`src/rtl/vga_timing_gen.sv`:
```
// vga_timing_gen: 640x480@60 VGA raster timing with a one-pixel look-ahead
// board-cell address for a synchronous colour RAM.
// Optional build macro PIXEL_DIV_EN: clk is 50 MHz and pixel_en is derived
// from a 1-bit phase register; when undefined, clk is the 25 MHz pixel clock.
module vga_timing_gen #(
  parameter int H_VIS    = 640,
  parameter int H_FP     = 16,
  parameter int H_SYNC   = 96,
  parameter int H_BP     = 48,
  parameter int V_VIS    = 480,
  parameter int V_FP     = 10,
  parameter int V_SYNC   = 2,
  parameter int V_BP     = 33,
  parameter int BOARD_X0 = 220,
  parameter int BOARD_Y0 = 40,
  parameter int CELL_PX  = 20,
  parameter int BOARD_W  = 10,
  parameter int BOARD_H  = 20
) (
  input  logic       clk,
  input  logic       reset,
  output logic       pixel_en,
  output logic [9:0] column,
  output logic [8:0] row,
  output logic       blank_n,
  output logic       hsync_n,
  output logic       vsync_n,
  output logic       frame_tick,
  output logic [7:0] cell_addr,
  output logic       cell_valid
);

  localparam logic [9:0] H_MAX   = 10'(H_VIS + H_FP + H_SYNC + H_BP - 1);
  localparam logic [9:0] V_MAX   = 10'(V_VIS + V_FP + V_SYNC + V_BP - 1);
  localparam logic [9:0] H_VEND  = 10'(H_VIS);
  localparam logic [9:0] H_S0    = 10'(H_VIS + H_FP);
  localparam logic [9:0] H_S1    = 10'(H_VIS + H_FP + H_SYNC);
  localparam logic [9:0] V_VEND  = 10'(V_VIS);
  localparam logic [9:0] V_S0    = 10'(V_VIS + V_FP);
  localparam logic [9:0] V_S1    = 10'(V_VIS + V_FP + V_SYNC);
  localparam logic [9:0] BX0     = 10'(BOARD_X0);
  localparam logic [9:0] BX1     = 10'(BOARD_X0 + BOARD_W * CELL_PX);
  localparam logic [9:0] BY0     = 10'(BOARD_Y0);
  localparam logic [9:0] BY1     = 10'(BOARD_Y0 + BOARD_H * CELL_PX);
  localparam logic [4:0] SUB_MAX = 5'(CELL_PX - 1);
  localparam logic [3:0] CX_MAX  = 4'(BOARD_W - 1);
  localparam logic [4:0] CY_MAX  = 5'(BOARD_H - 1);

  logic [9:0] r_h, r_v, w_h_nx, w_v_nx;
  logic [4:0] r_sx, w_sx_nx, r_sy, w_sy_nx, r_cy, w_cy_nx;
  logic [3:0] r_cx, w_cx_nx;
  logic       w_in_board_nx;
  logic [7:0] w_addr_nx;

`ifdef PIXEL_DIV_EN
  logic r_phase;

  // Divide the 50 MHz clock by two: pixel_en is high on every second clk.
  always_ff @(posedge clk or posedge reset) begin
    if (reset) r_phase <= 1'b0;
    else       r_phase <= ~r_phase;
  end

  assign pixel_en = r_phase;
`else
  assign pixel_en = 1'b1;
`endif

  // Next raster position and next sub/cell counters (they track the current h,v).
  always_comb begin
    w_h_nx  = r_h;
    w_v_nx  = r_v;
    w_sx_nx = r_sx;
    w_cx_nx = r_cx;
    w_sy_nx = r_sy;
    w_cy_nx = r_cy;
    if (r_h == H_MAX) begin
      w_h_nx  = 10'd0;
      w_sx_nx = 5'd0;
      w_cx_nx = 4'd0;
      if (r_v == V_MAX) begin
        w_v_nx  = 10'd0;
        w_sy_nx = 5'd0;
        w_cy_nx = 5'd0;
      end else begin
        w_v_nx = r_v + 10'd1;
        if (r_v >= BY0 && r_v < BY1) begin
          if (r_sy == SUB_MAX) begin
            w_sy_nx = 5'd0;
            w_cy_nx = (r_cy == CY_MAX) ? 5'd0 : r_cy + 5'd1;
          end else begin
            w_sy_nx = r_sy + 5'd1;
          end
        end
      end
    end else begin
      w_h_nx = r_h + 10'd1;
      if (r_h >= BX0 && r_h < BX1) begin
        if (r_sx == SUB_MAX) begin
          w_sx_nx = 5'd0;
          w_cx_nx = (r_cx == CX_MAX) ? 4'd0 : r_cx + 4'd1;
        end else begin
          w_sx_nx = r_sx + 5'd1;
        end
      end
    end
  end

  // Cell index of the position the counters move to: cell_y*10 as (y<<3)+(y<<1).
  assign w_in_board_nx = (w_h_nx >= BX0) && (w_h_nx < BX1) &&
                         (w_v_nx >= BY0) && (w_v_nx < BY1);
  assign w_addr_nx = {w_cy_nx, 3'b000} + {2'b00, w_cy_nx, 1'b0} + {4'b0000, w_cx_nx};

  // Raster and cell counters advance once per pixel_en.
  always_ff @(posedge clk or posedge reset) begin
    if (reset) begin
      r_h  <= 10'd0;
      r_v  <= 10'd0;
      r_sx <= 5'd0;
      r_cx <= 4'd0;
      r_sy <= 5'd0;
      r_cy <= 5'd0;
    end else if (pixel_en) begin
      r_h  <= w_h_nx;
      r_v  <= w_v_nx;
      r_sx <= w_sx_nx;
      r_cx <= w_cx_nx;
      r_sy <= w_sy_nx;
      r_cy <= w_cy_nx;
    end
  end

  // Registered outputs: decode of the pre-increment position, cell data one pixel ahead.
  always_ff @(posedge clk or posedge reset) begin
    if (reset) begin
      column     <= 10'd0;
      row        <= 9'd0;
      blank_n    <= 1'b0;
      hsync_n    <= 1'b1;
      vsync_n    <= 1'b1;
      frame_tick <= 1'b0;
      cell_addr  <= 8'd0;
      cell_valid <= 1'b0;
    end else begin
      frame_tick <= 1'b0;
      if (pixel_en) begin
        column     <= r_h;
        row        <= r_v[8:0];
        blank_n    <= (r_h < H_VEND) && (r_v < V_VEND);
        hsync_n    <= !((r_h >= H_S0) && (r_h < H_S1));
        vsync_n    <= !((r_v >= V_S0) && (r_v < V_S1));
        frame_tick <= (r_h == 10'd0) && (r_v == V_VEND);
        cell_addr  <= w_in_board_nx ? w_addr_nx : 8'd0;
        cell_valid <= w_in_board_nx;
      end
    end
  end

endmodule

```
`config.mk`:
```
export PLATFORM = sky130hd
export DESIGN_NAME = vga_timing_gen
export DESIGN_NICKNAME = d
export VERILOG_FILES = /design/src/rtl/vga_timing_gen.sv
export SDC_FILE = /design/constraint.sdc
export NUM_CORES = 1
export LEC_CHECK = 0
export BUFFER_PORTS_ARGS = -buffer_cell sky130_fd_sc_hd__buf_4
export CAP_MARGIN = 15
export CORE_MARGIN = 8
export CORE_UTILIZATION = 43
export CTS_CLUSTER_SIZE = 16
export DETAILED_ROUTE_END_ITERATION = 10
export PLACE_DENSITY = 0.66
export SYNTH_ARGS = -nofsm -noshare
export SYNTH_HDL_FRONTEND = slang
export SYNTH_SLANG_ARGS = --single-unit
```
`constraint.sdc`:
```
create_clock -name clk -period 3.7 [get_ports clk]
set_input_delay 0.925 -clock clk [delete_from_list [all_inputs] [get_ports clk]]
set_output_delay 0.925 -clock clk [all_outputs]
set_load 0.005 [all_outputs]
```
==> run summary, run 1 <==
Storage cell area -> 0.00178 mm2
Critical Path AT -> 3.69 ns
Buffers on Ports -> 33
# diodes -> 0
met3 Use GR -> 4.04%
Multi-input gate area -> 0.00189 mm2
Overall Power -> 1.41 mW
fin crit period -> 3.47 ns
I/O pin count -> 35
DP HPWL -> 5870 um
Slew Limit Fails -> 0
Worst-Margin Slew -> 0.903 ns
maximum net fanout on the critical path -> 3
core footprint -> 0.00859 mm2
Top Usage Layer GRT -> met2
Die Wd -> 110 um
crit share post-route -> 93.9%
Hold Fails Final Rpt -> 0
post-synthesis cell area -> 0.00377 mm2
met2 Track Usage GR -> 23.3%
DRT Pass-1 Iters -> 4
Critical-path top delay cell -> or4b_4
Final setup viols -> 0
Root Buffer -> clkbuf_8
power per cell area -> 312 mW/mm2
LEAKAGE -> 2.18 nW
largest net degree at the start of global routing -> 72
status -> finished clean
Cells after DPL -> 517
Initial Utilization -> 43.9%
CTS sink cnt -> 71
Worst path top cell family by delay -> simple AND/OR/NAND/NOR gates
Filler cells -> 791
Post-Syn Area per Cell -> 10.3 um2
WL final -> 8320 um
Max stage delay on crit path -> 0.60 ns
Setup Skew -> 0.0108 ns
area grow syn2layout -> 20.2%
clock latency on the worst-skew pair -> 0.35 ns
first-pass GRT wire length -> 13,700 um
number of global-route vias before repair -> 2,894
Synth async-reset ratio -> 100%
H-tree depth -> 3
CTS max path bufs -> 2
Seq/Total Area, Yosys -> 47.2%
Yosys reg bits -> 71
Rel. slew slack -> 39.8%
Max Cap Violations -> 0
crit path launch type -> flop
Non-Filler Instances -> 532
Die Area -> 0.0120 mm2
Rows -> 34
Distinct cells, synth -> 63
met1 usage -> 17.6%
Detail Route Antenna Nets -> 0
yosys warns -> 0
drt wl/cell -> 15.6 um
post-layout net count -> 442
Net Count, Synth -> 388
Hold/Removal Path Class -> flop to flop
Via-to-Cell Ratio -> 5.52
GR Overflow Total -> 0
Post-synth EDFFs -> 0
CP dominant cell by count -> ha_1
final core utilization -> 52.7%
vias -> 2,934
# hold bufs at CTS -> 0
Clock transition at path regs -> 0.07 ns
initial antenna violation count -> 0
DRT iter0 DRCs -> 126
share of cells above drive strength 1 -> 26.4%
Post-Route Setup TNS -> 0 ns
Post-synth top flop -> dfrtp_1
CP bufs+invs -> 1
worst path required time -> 3.91 ns
worst path cell trace -> or4b_4, a2111oi_4, buf_4, nand3_1, mux2i_1, nor2_1, ha_1, ha_1, fa_1, a21o_1, a21oi_1, xor2_1, nor3_2
cts bufs inserted -> 9
Die Y-Extent -> 110 um
Post-route DRC -> 0
reg2reg setup slack -> 0.23 ns
Total Routing Usage GR -> 14.5%
GP Congestion -> 0.866
CTS tree -> built
synthesized instance count -> 366
Crit. End Element -> flop
max frequency -> 288 MHz
kind of critical path -> flop to flop
VDD IR max -> 180 uV
RSZ-0062 raised after global routing -> false
[cell type report]
cell class              instances  share of cell area, %
multi-input cells             258                   41.6
flip-flops and latches         71                   39.3
repair buffers                 62                   10.3
clock buffers                  12                   3.42
well taps                     108                   2.98
inverters                      18                   1.49
clock inverters                 3                  0.939
[what timing repair did]
action | 4_1_cts | 5_1_grt
setup buffers | 0 | 0
setup endpoints to repair | 0 | 2
resized for setup | 0 | 11
[logic make-up (layout without fill, tap and decap cells)]
kind of cell             after synthesis  in the layout  synth area share, %
AND/OR/NAND/NOR                      142            142                 23.0
flip-flops                            71             71                 47.2
AO/OA/AOI/OAI                         70             70                 12.1
buffers and inverters                 37             95                 4.64
adder cells (fa/ha/maj)               20             20                 6.83
XOR/XNOR                              17             17                 3.95
multiplexers                           8              8                 2.22
other                                  1              1               0.0994
[stage by stage]
stage / area [um2] / setup WS (ns) / hold slack [ns]
3_3_place_gp: 4280 / 0.205 / 0.461
4_1_cts: 4470 / 0.0779 / 0.477
6_report: 4530 / 0.226 / 0.479
5_1_grt: 4530 / 0.00347 / 0.504
3_5_place_dp: 4280 / 0.110 / 0.460
2_1_floorplan: 3780 / 0.00263 / 0.352
[registers in the layout, indices dropped and copies added (netlist names)]
signal      cells
column         10
r_h            10
r_v            10
row             9
cell_addr       8
r_cy            5
r_sx            5
r_sy            5
r_cx            4
blank_n         1
cell_valid      1
frame_tick      1
hsync_n         1
vsync_n         1
[per-layer routing]
metal	share of wire [%]	wire, um	vias up
met5	0	0	-
met1	45	3780	1440
met4	2.1	172	0
li1	-	-	1413
met2	47	3930	65
met3	5.2	434	16
[worst register-to-register path, stage by stage (launching register included)]
cell	delay, ns
dfrtp_1	0.38
or4b_4	0.60
a2111oi_4	0.23
buf_4	0.17
nand3_1	0.10
mux2i_1	0.14
nor2_1	0.24
ha_1	0.29
ha_1	0.22
fa_1	0.41
a21o_1	0.17
a21oi_1	0.16
xor2_1	0.19
nor3_2	0.05
[final timing paths]
check,startpoint,end,cells past startpoint
worst max-delay path,r_h[5]$_DFF_PP0_,cell_addr[6]$_DFF_PP0_,13
worst min-delay path,r_h[1]$_DFF_PP0_,column[1]$_DFF_PP0_,0
worst max register to register,r_h[5]$_DFF_PP0_,cell_addr[6]$_DFF_PP0_,13
worst min register to register,r_h[1]$_DFF_PP0_,column[1]$_DFF_PP0_,0
max in group asynchronous,reset,r_h[4]$_DFF_PP0_,3
min in group asynchronous,reset,r_sx[3]$_DFFE_PP0P_,3
[cells in the final DEF (no fill, tap or decap), types with 2 or more instances in the layout]
cell,synthesis,layout
o21a_1,2,2
o2bb2ai_1,2,2
nor4_2,2,2
a21o_1,5,5
ha_1,19,19
a31o_2,3,3
nor2b_1,3,3
and2_1,4,4
nand2b_1,8,8
and3b_1,3,3
o21ai_0,17,16
nor3_2,9,9
a22oi_1,2,2
nor3b_1,2,2
nor3_1,9,9
and4_1,3,3
or4_1,2,2
mux2i_1,5,5
nand3b_1,3,3
nand3_1,14,13
or3_1,6,6
a21oi_1,20,16
nor2_1,20,20
nand2_1,27,27
xnor2_1,6,6
mux2_2,3,3
inv_1,18,17
a21oi_2,0,4
a31oi_1,5,5
xor2_1,11,11
dfstp_2,2,2
buf_4,3,62
nand4_1,10,10
clkbuf_8,0,11
nor4_1,5,5
o31ai_1,2,2
dfrtp_1,69,68
[synthesized netlist by cell type (4+ instances only)]
cell type  instances  area [um2]
dfrtp_1           69        1730
nand2_1           27         101
a21oi_1           20         100
nor2_1            20        75.1
ha_1              19         238
inv_1             18        67.6
o21ai_0           17        85.1
nand3_1           14        70.1
clkbuf_1          11        41.3
xor2_1            11        96.3
nand4_1           10        62.6
nor3_1             9        45.0
nor3_2             9        90.1
nand2b_1           8        50.1
or3_1              6        37.5
xnor2_1            6        52.6
a21o_1             5        37.5
a31oi_1            5        31.3
mux2i_1            5        50.1
nor4_1             5        31.3
and2_1             4        25.0
[where the power goes]
group	total (mW)	leakage (nW)	switching, mW	internal [mW]
Clock	0.623	0.0985	0.279	0.343
Combinational	0.0164	1.12	0.0150	0.00144
Sequential	0.776	0.956	0	0.776
Note: power is estimated with default switching activity, not from simulation.
==> inputs of run 2 (changes only) <==
- PLACE_DENSITY: 0.66 -> unset
- REMOVE_ABC_BUFFERS: unset -> 1
==> run 2 against run 1 <==
Non-clock buffer count grew 7. Clock-buffer cell count shrank 2. Global-route usage grew 0.20 points. Critical path depth is the same. Combinational power grew 21%. Sequential share of layout area shrank 0.56 points. Register-to-register slack lost 0.05 ns. Critical endpoint unchanged. Largest power group unchanged. Sequential power is essentially flat. First-iteration DRC count shrank 29%. Via count grew 0.72%. Setup slack lost 0.055 ns.
==> run summary, run 2 (synthesis gave the netlist of run 1 again) <==
H-tree depth -> 3 (unchanged)
Final setup viols -> 0 (unchanged)
LEAKAGE -> 2.21 nW (was 2.18 nW)
Max stage delay on crit path -> 0.50 ns (was 0.60 ns)
CTS max path bufs -> 2 (unchanged)
fin crit period -> 3.53 ns (was 3.47 ns)
Setup Skew -> 0.00681 ns (was 0.0108 ns)
kind of critical path -> flop to flop (unchanged)
largest net degree at the start of global routing -> 50 (was 72)
Buffers on Ports -> 33 (unchanged)
DRT iter0 DRCs -> 89 (was 126)
Clock transition at path regs -> 0.07 ns (about the same)
CP dominant cell by count -> ha_1 (unchanged)
GR Overflow Total -> 0 (unchanged)
Via-to-Cell Ratio -> 5.48 (was 5.52)
CTS tree -> built (unchanged)
VDD IR max -> 179 uV (was 180 uV)
Slew Limit Fails -> 0 (unchanged)
crit share post-route -> 95.4% (was 93.9%)
worst path cell trace -> ha_1, nor4bb_4, nand2b_1, a21o_1, or4_1, a21oi_2, ha_1, ha_1, fa_1, a21o_1, a21oi_1, xor2_1, nor3_2 (was or4b_4, a2111oi_4, buf_4, nand3_1, mux2i_1, nor2_1, ha_1, ha_1, fa_1, a21o_1, a21oi_1, xor2_1, nor3_2)
max frequency -> 283 MHz (was 288 MHz)
share of cells above drive strength 1 -> 26.5% (was 26.4%)
Max Cap Violations -> 0 (unchanged)
vias -> 2,955 (was 2,934)
Worst-Margin Slew -> 0.627 ns (was 0.903 ns)
I/O pin count -> 35 (unchanged)
first-pass GRT wire length -> 14,000 um (was 13,700 um)
Die Y-Extent -> 110 um (unchanged)
Hold Slack -> 0.443 ns (was 0.479 ns)
core footprint -> 0.00859 mm2 (unchanged)
Area after DPL -> 0.00431 mm2 (was 0.00428 mm2)
area grow syn2layout -> 21.8% (was 20.2%)
initial antenna violation count -> 0 (unchanged)
Critical Path AT -> 3.73 ns (was 3.69 ns)
DRT Pass-1 Iters -> 4 (unchanged)
Crit. End Element -> flop (unchanged)
Top Registers -> column x10, r_h x10, r_v x10 (unchanged)
power per cell area -> 333 mW/mm2 (was 312 mW/mm2)
Initial Utilization -> 43.9% (unchanged)
post-layout net count -> 449 (was 442)
GP Congestion -> 0.871 (was 0.866)
final instance area -> 0.00459 mm2 (was 0.00453 mm2)
CTS sink cnt -> 71 (unchanged)
Detail Route Antenna Nets -> 0 (unchanged)
Die Area -> 0.0120 mm2 (unchanged)
Rel. slew slack -> 58.2% (was 39.8%)
most frequent cells in the layout -> 69 x dfrtp_1, 68 x buf_4, 27 x nand2_1, 20 x nor2_1 (was 68 x dfrtp_1, 62 x buf_4, 27 x nand2_1, 20 x nor2_1, 19 x ha_1)
WL final -> 8340 um (was 8320 um)
Critical-path top delay cell -> or4_1 (was or4b_4)
Rows -> 34 (unchanged)
status -> finished clean (unchanged)
worst path required time -> 3.90 ns (was 3.91 ns)
commonest non-fill, non-tap cell in the layout -> dfrtp_1 (unchanged)
maximum net fanout on the critical path -> 8 (was 3)
clock latency on the worst-skew pair -> 0.34 ns (was 0.35 ns)
crit path launch type -> flop (unchanged)
Hold Fails Final Rpt -> 0 (unchanged)
number of global-route vias before repair -> 2,908 (was 2,894)
Post-route DRC -> 0 (unchanged)
drt wl/cell -> 15.5 um (was 15.6 um)
# diodes -> 0 (unchanged)
DP HPWL -> 6060 um (was 5870 um)
Die Wd -> 110 um (unchanged)
cts bufs inserted -> 9 (unchanged)
Hold/Removal Path Class -> flop to flop (unchanged)
Total Routing Usage GR -> 14.7% (was 14.5%)
Root Buffer -> clkbuf_8 (unchanged)
[run 2: path summary, 6_finish.rpt]
kind | startpoint | cells past startpoint | end | slack, ns
worst min-delay path | r_h[3]$_DFF_PP0_ | 0 | column[3]$_DFF_PP0_ | 0.44
worst min register to register | r_h[3]$_DFF_PP0_ | 0 | column[3]$_DFF_PP0_ | 0.44
worst max register to register | r_sx[0]$_DFFE_PP0P_ | 13 | cell_addr[6]$_DFF_PP0_ | 0.17
max in group asynchronous | reset | 4 | r_v[3]$_DFF_PP0_ | 2.38
min in group asynchronous | reset | 2 | cell_addr[1]$_DFF_PP0_ | 0.59
worst max-delay path | r_sx[0]$_DFFE_PP0P_ | 13 | cell_addr[6]$_DFF_PP0_ | 0.17
[run 2: power by group]
group | internal (mW) | switching, mW | total (mW)
logic | 0.00428 | 0.0155 | 0.0198
clock network | 0.447 | 0.290 | 0.737
registers | 0.776 | 0 | 0.776
[run 2: critical path: cells and delay by family, from the launching register on]
kind                       cells  cell delay (ns)
AOI/OAI and AO/OA              4             0.73
adders and majority gates      4             1.08
and+or+nand+nor                4             1.00
DFF                            1             0.39
xor gates and xnor gates       1             0.19
[run 2: layer usage]
metal | vias to the layer above | global-route usage, % | part of all wire, %
li1 | 1434 | - | -
met5 | - | 0 | 0
met2 | 57 | 24.0 | 48
met1 | 1454 | 18.7 | 46
met4 | 0 | 5.21 | 1.3
met3 | 10 | 3.34 | 4.6
[run 2: what timing repair did]
action	4_1_cts	5_1_grt
pin swaps	0	0
endpoints found under the setup margin	2	3
gates resized for setup	1	6
hold buffers	0	0
setup buffers	0	0
[run 2: area by class of cell]
class	count	area (um2)
Clock buffer	10	128
Clock inverter	5	108
Fill cell	754	4000
Inverter	18	67.6
Multi-Input combinational cell	258	1850
Sequential cell	71	1780
Tap cell	108	135
Timing Repair Buffer	69	531
[run 2: stage by stage]
step	power (mW)	TNS [ns]	utilization (%)	worst slack (ns)	cells
2_1_floorplan	0.802	-0.817	-	-0.313	347
3_3_place_gp	0.809	0	50.1	0.0617	523
3_5_place_dp	0.809	-0.0254	50.1	-0.0254	523
4_1_cts	1.55	0	52.9	0.0303	538
5_1_grt	1.59	-0.0394	53.5	-0.0208	539
6_report	1.53	0	53.5	0.171	539
==> inputs of run 3 (changes only) <==
- CORE_UTILIZATION: 43 -> 54
- CTS_BUF_LIST: unset -> sky130_fd_sc_hd__clkbuf_16
- PLACE_DENSITY: unset -> 0.76
==> run 3 against run 2 <==
Combinational power shrank 15%. Routed wire length grew 3.3%. Register-to-register slack is essentially flat. Global-route usage grew 3.3 points. Clock skew is essentially flat. Critical path type unchanged. Utilization grew 14 points. First-iteration DRC count grew 44%. Setup slack gained 0.0078 ns.
==> run summary, run 3 (synthesis gave the netlist of run 1 again) <==
largest net degree at the start of global routing -> 42 (was 50)
final core utilization -> 67.9% (was 53.5%)
R2R cell count -> 13 (unchanged)
crit path to -> cell_addr[7]$_DFF_PP0_ (was cell_addr[6]$_DFF_PP0_)
DP HPWL -> 5980 um (was 6060 um)
commonest non-fill, non-tap cell in the layout -> dfrtp_1 (unchanged)
share of cells above drive strength 1 -> 27.6% (was 26.5%)
CP bufs+invs -> 0 (unchanged)
DRT iter0 DRCs -> 128 (was 89)
GP Congestion -> 0.952 (was 0.871)
Worst-Margin Slew -> 0.624 ns (was 0.627 ns)
kind of critical path -> flop to flop (unchanged)
Post-route DRC -> 0 (unchanged)
CTS max path bufs -> 2 (unchanged)
Die Area -> 0.00991 mm2 (was 0.0120 mm2)
crit share post-route -> 95.2% (was 95.4%)
post-layout net count -> 445 (was 449)
Die Y-Extent -> 99.6 um (was 110 um)
Levels on crit path -> 13 (unchanged)
WL final -> 8620 um (was 8340 um)
cts bufs inserted -> 9 (unchanged)
# diodes -> 0 (unchanged)
Hold Slack -> 0.420 ns (was 0.443 ns)
most frequent cells in the layout -> 67 x dfrtp_1, 64 x buf_4, 27 x nand2_1, 20 x nor2_1 (was 69 x dfrtp_1, 68 x buf_4, 27 x nand2_1, 20 x nor2_1)
Detail Route Antenna Nets -> 0 (unchanged)
fin crit period -> 3.52 ns (was 3.53 ns)
VDD IR max -> 271 uV (was 179 uV)
Critical R2R Capture -> cell_addr[7]$_DFF_PP0_ (was cell_addr[6]$_DFF_PP0_)
clock latency on the worst-skew pair -> 0.33 ns (was 0.34 ns)
CP dominant cell by count -> ha_1 (unchanged)
maximum net fanout on the critical path -> 4 (was 8)
Post-Route Setup TNS -> 0 ns (unchanged)
first-pass GRT wire length -> 14,200 um (was 14,000 um)
worst path required time -> 3.89 ns (was 3.90 ns)
Max Cap Violations -> 0 (unchanged)
Rows -> 30 (was 34)
Crit. End Element -> flop (unchanged)
CTS sink cnt -> 71 (unchanged)
Via-to-Cell Ratio -> 5.69 (was 5.48)
Root Buffer -> clkbuf_16 (was clkbuf_8)
H-tree depth -> 3 (unchanged)
I/O pin count -> 35 (unchanged)
Seq pwr share -> 49.8% (was 50.6%)
Critical-path top delay cell -> or4b_4 (was or4_1)
Combinational Power Share -> 1.1% (was 1.3%)
Hold/Removal Path Class -> flop to flop (unchanged)
Max stage delay on crit path -> 0.58 ns (was 0.50 ns)
Setup Skew -> 0.00697 ns (was 0.00681 ns)
Buffers on Ports -> 33 (unchanged)
Total Routing Usage GR -> 18.0% (was 14.7%)
Hold Fails Final Rpt -> 0 (unchanged)
Critical Path AT -> 3.71 ns (was 3.73 ns)
Top Registers -> column x10, r_h x10, r_v x10 (unchanged)
number of global-route vias before repair -> 2,924 (was 2,908)
Cells after DPL -> 504 (was 523)
crit path launch type -> flop (unchanged)
worst path cell trace -> or4b_4, nor3_4, and3_4, nand2b_4, o41ai_4, xor2_1, ha_1, ha_1, a21o_1, a21oi_2, o21ai_1, xnor2_1, nor3_2 (was ha_1, nor4bb_4, nand2b_1, a21o_1, or4_1, a21oi_2, ha_1, ha_1, fa_1, a21o_1, a21oi_1, xor2_1, nor3_2)
drt wl/cell -> 16.4 um (was 15.5 um)
Sw Ratio -> 21.5% (was 19.9%)
Non-Filler Instances -> 524 (was 539)
reg2reg setup slack -> 0.18 ns (was 0.17 ns)
Rel. slew slack -> 58.4% (was 58.2%)
Clock transition at path regs -> 0.06 ns (was 0.07 ns)
GR Overflow Total -> 0 (unchanged)
Filler cells -> 494 (was 754)
Die Wd -> 99.6 um (was 110 um)
Final setup viols -> 0 (unchanged)
area grow syn2layout -> 22.3% (was 21.8%)
Worst path top cell family by delay -> simple AND/OR/NAND/NOR gates (was adder cells)
initial antenna violation count -> 0 (unchanged)
status -> finished clean (unchanged)
max frequency -> 284 MHz (was 283 MHz)
LEAKAGE -> 2.22 nW (was 2.21 nW)
DRT Pass-1 Iters -> 4 (unchanged)
Slew Limit Fails -> 0 (unchanged)
R2R Path Start -> r_h[6]$_DFF_PP0_ (was r_sx[0]$_DFFE_PP0P_)
switching power of the nets -> 336 uW (was 306 uW)
core footprint -> 0.00679 mm2 (was 0.00859 mm2)
Initial Utilization -> 55.5% (was 43.9%)
Setup crit start -> r_h[6]$_DFF_PP0_ (was r_sx[0]$_DFFE_PP0P_)
power per cell area -> 339 mW/mm2 (was 333 mW/mm2)
vias -> 2,980 (was 2,955)
CTS tree -> built (unchanged)
clock share of power -> 49.2% (was 48.1%)
Internal -> 1.23 mW (about the same)
[run 3: worst min-delay path by stage]
stage | startpoint | end | slack [ns] | depth (start not counted)
floorplan | r_v[0]$_DFF_PP0_ | row[0]$_DFF_PP0_ | 0.42 | 0
global placement | r_h[1]$_DFF_PP0_ | column[1]$_DFF_PP0_ | 0.46 | 0
detailed placement | r_v[6]$_DFF_PP0_ | row[6]$_DFF_PP0_ | 0.44 | 0
CTS | r_v[6]$_DFF_PP0_ | row[6]$_DFF_PP0_ | 0.45 | 0
global route | r_h[1]$_DFF_PP0_ | column[1]$_DFF_PP0_ | 0.43 | 0
finish | r_h[1]$_DFF_PP0_ | column[1]$_DFF_PP0_ | 0.42 | 0
[run 3: worst register-to-register path, stage by stage (launching register included)]
cell and delay (ns):
dfrtp_1 0.38, or4b_4 0.58, nor3_4 0.23, and3_4 0.25
nand2b_4 0.07, o41ai_4 0.38, xor2_1 0.20, ha_1 0.29
ha_1 0.30, a21o_1 0.19, a21oi_2 0.17, o21ai_1 0.09
xnor2_1 0.20, nor3_2 0.05
[run 3: power groups by stage]
stage / Clock (mW) / Sequential [mW] / Combinational (mW)
2_1_floorplan: 0 / 0.791 / 0.0115
3_3_place_gp: 0 / 0.791 / 0.0180
3_5_place_dp: 0 / 0.791 / 0.0183
4_1_cts: 0.783 / 0.777 / 0.0182
5_1_grt: 0.812 / 0.776 / 0.0210
6_report: 0.768 / 0.777 / 0.0169
[run 3: area by class of cell]
class / instances / area (um2) / area share (%)
Multi-Input combinational cell: 258 / 1880 / 40.8
Sequential cell: 71 / 1780 / 38.6
Timing Repair Buffer: 65 / 492 / 10.7
Clock buffer: 9 / 225 / 4.88
Tap cell: 96 / 120 / 2.61
Inverter: 18 / 67.6 / 1.47
Clock inverter: 7 / 41.3 / 0.896
[run 3: what timing repair did]
item                       4_1_cts  5_1_grt
setup buffers                    0        4
gates resized for setup          3       15
hold buffers                     0        0
gates cloned                     0        0
pin swaps                        0       12
setup endpoints to repair        3        3
[run 3: per-stage QoR]
step	power (mW)	setup slack, ns	instance area, um2
detailed placement	0.809	-0.0418	4240
global placement	0.809	0.126	4240
global route	1.61	-0.0303	4610
CTS	1.58	0.0209	4520
finish	1.56	0.179	4610
floorplan	0.802	-0.313	3660
[run 3: routing by layer]
| metal | vias to the layer above | routed length [um] | global-route usage, % |
|---|---|---|---|
| li1 | 1429 | - | - |
| met1 | 1449 | 3630 | 21.7 |
| met2 | 86 | 4350 | 30.1 |
| met3 | 16 | 484 | 4.40 |
| met4 | 0 | 152 | 7.22 |
| met5 | - | 0 | 0 |
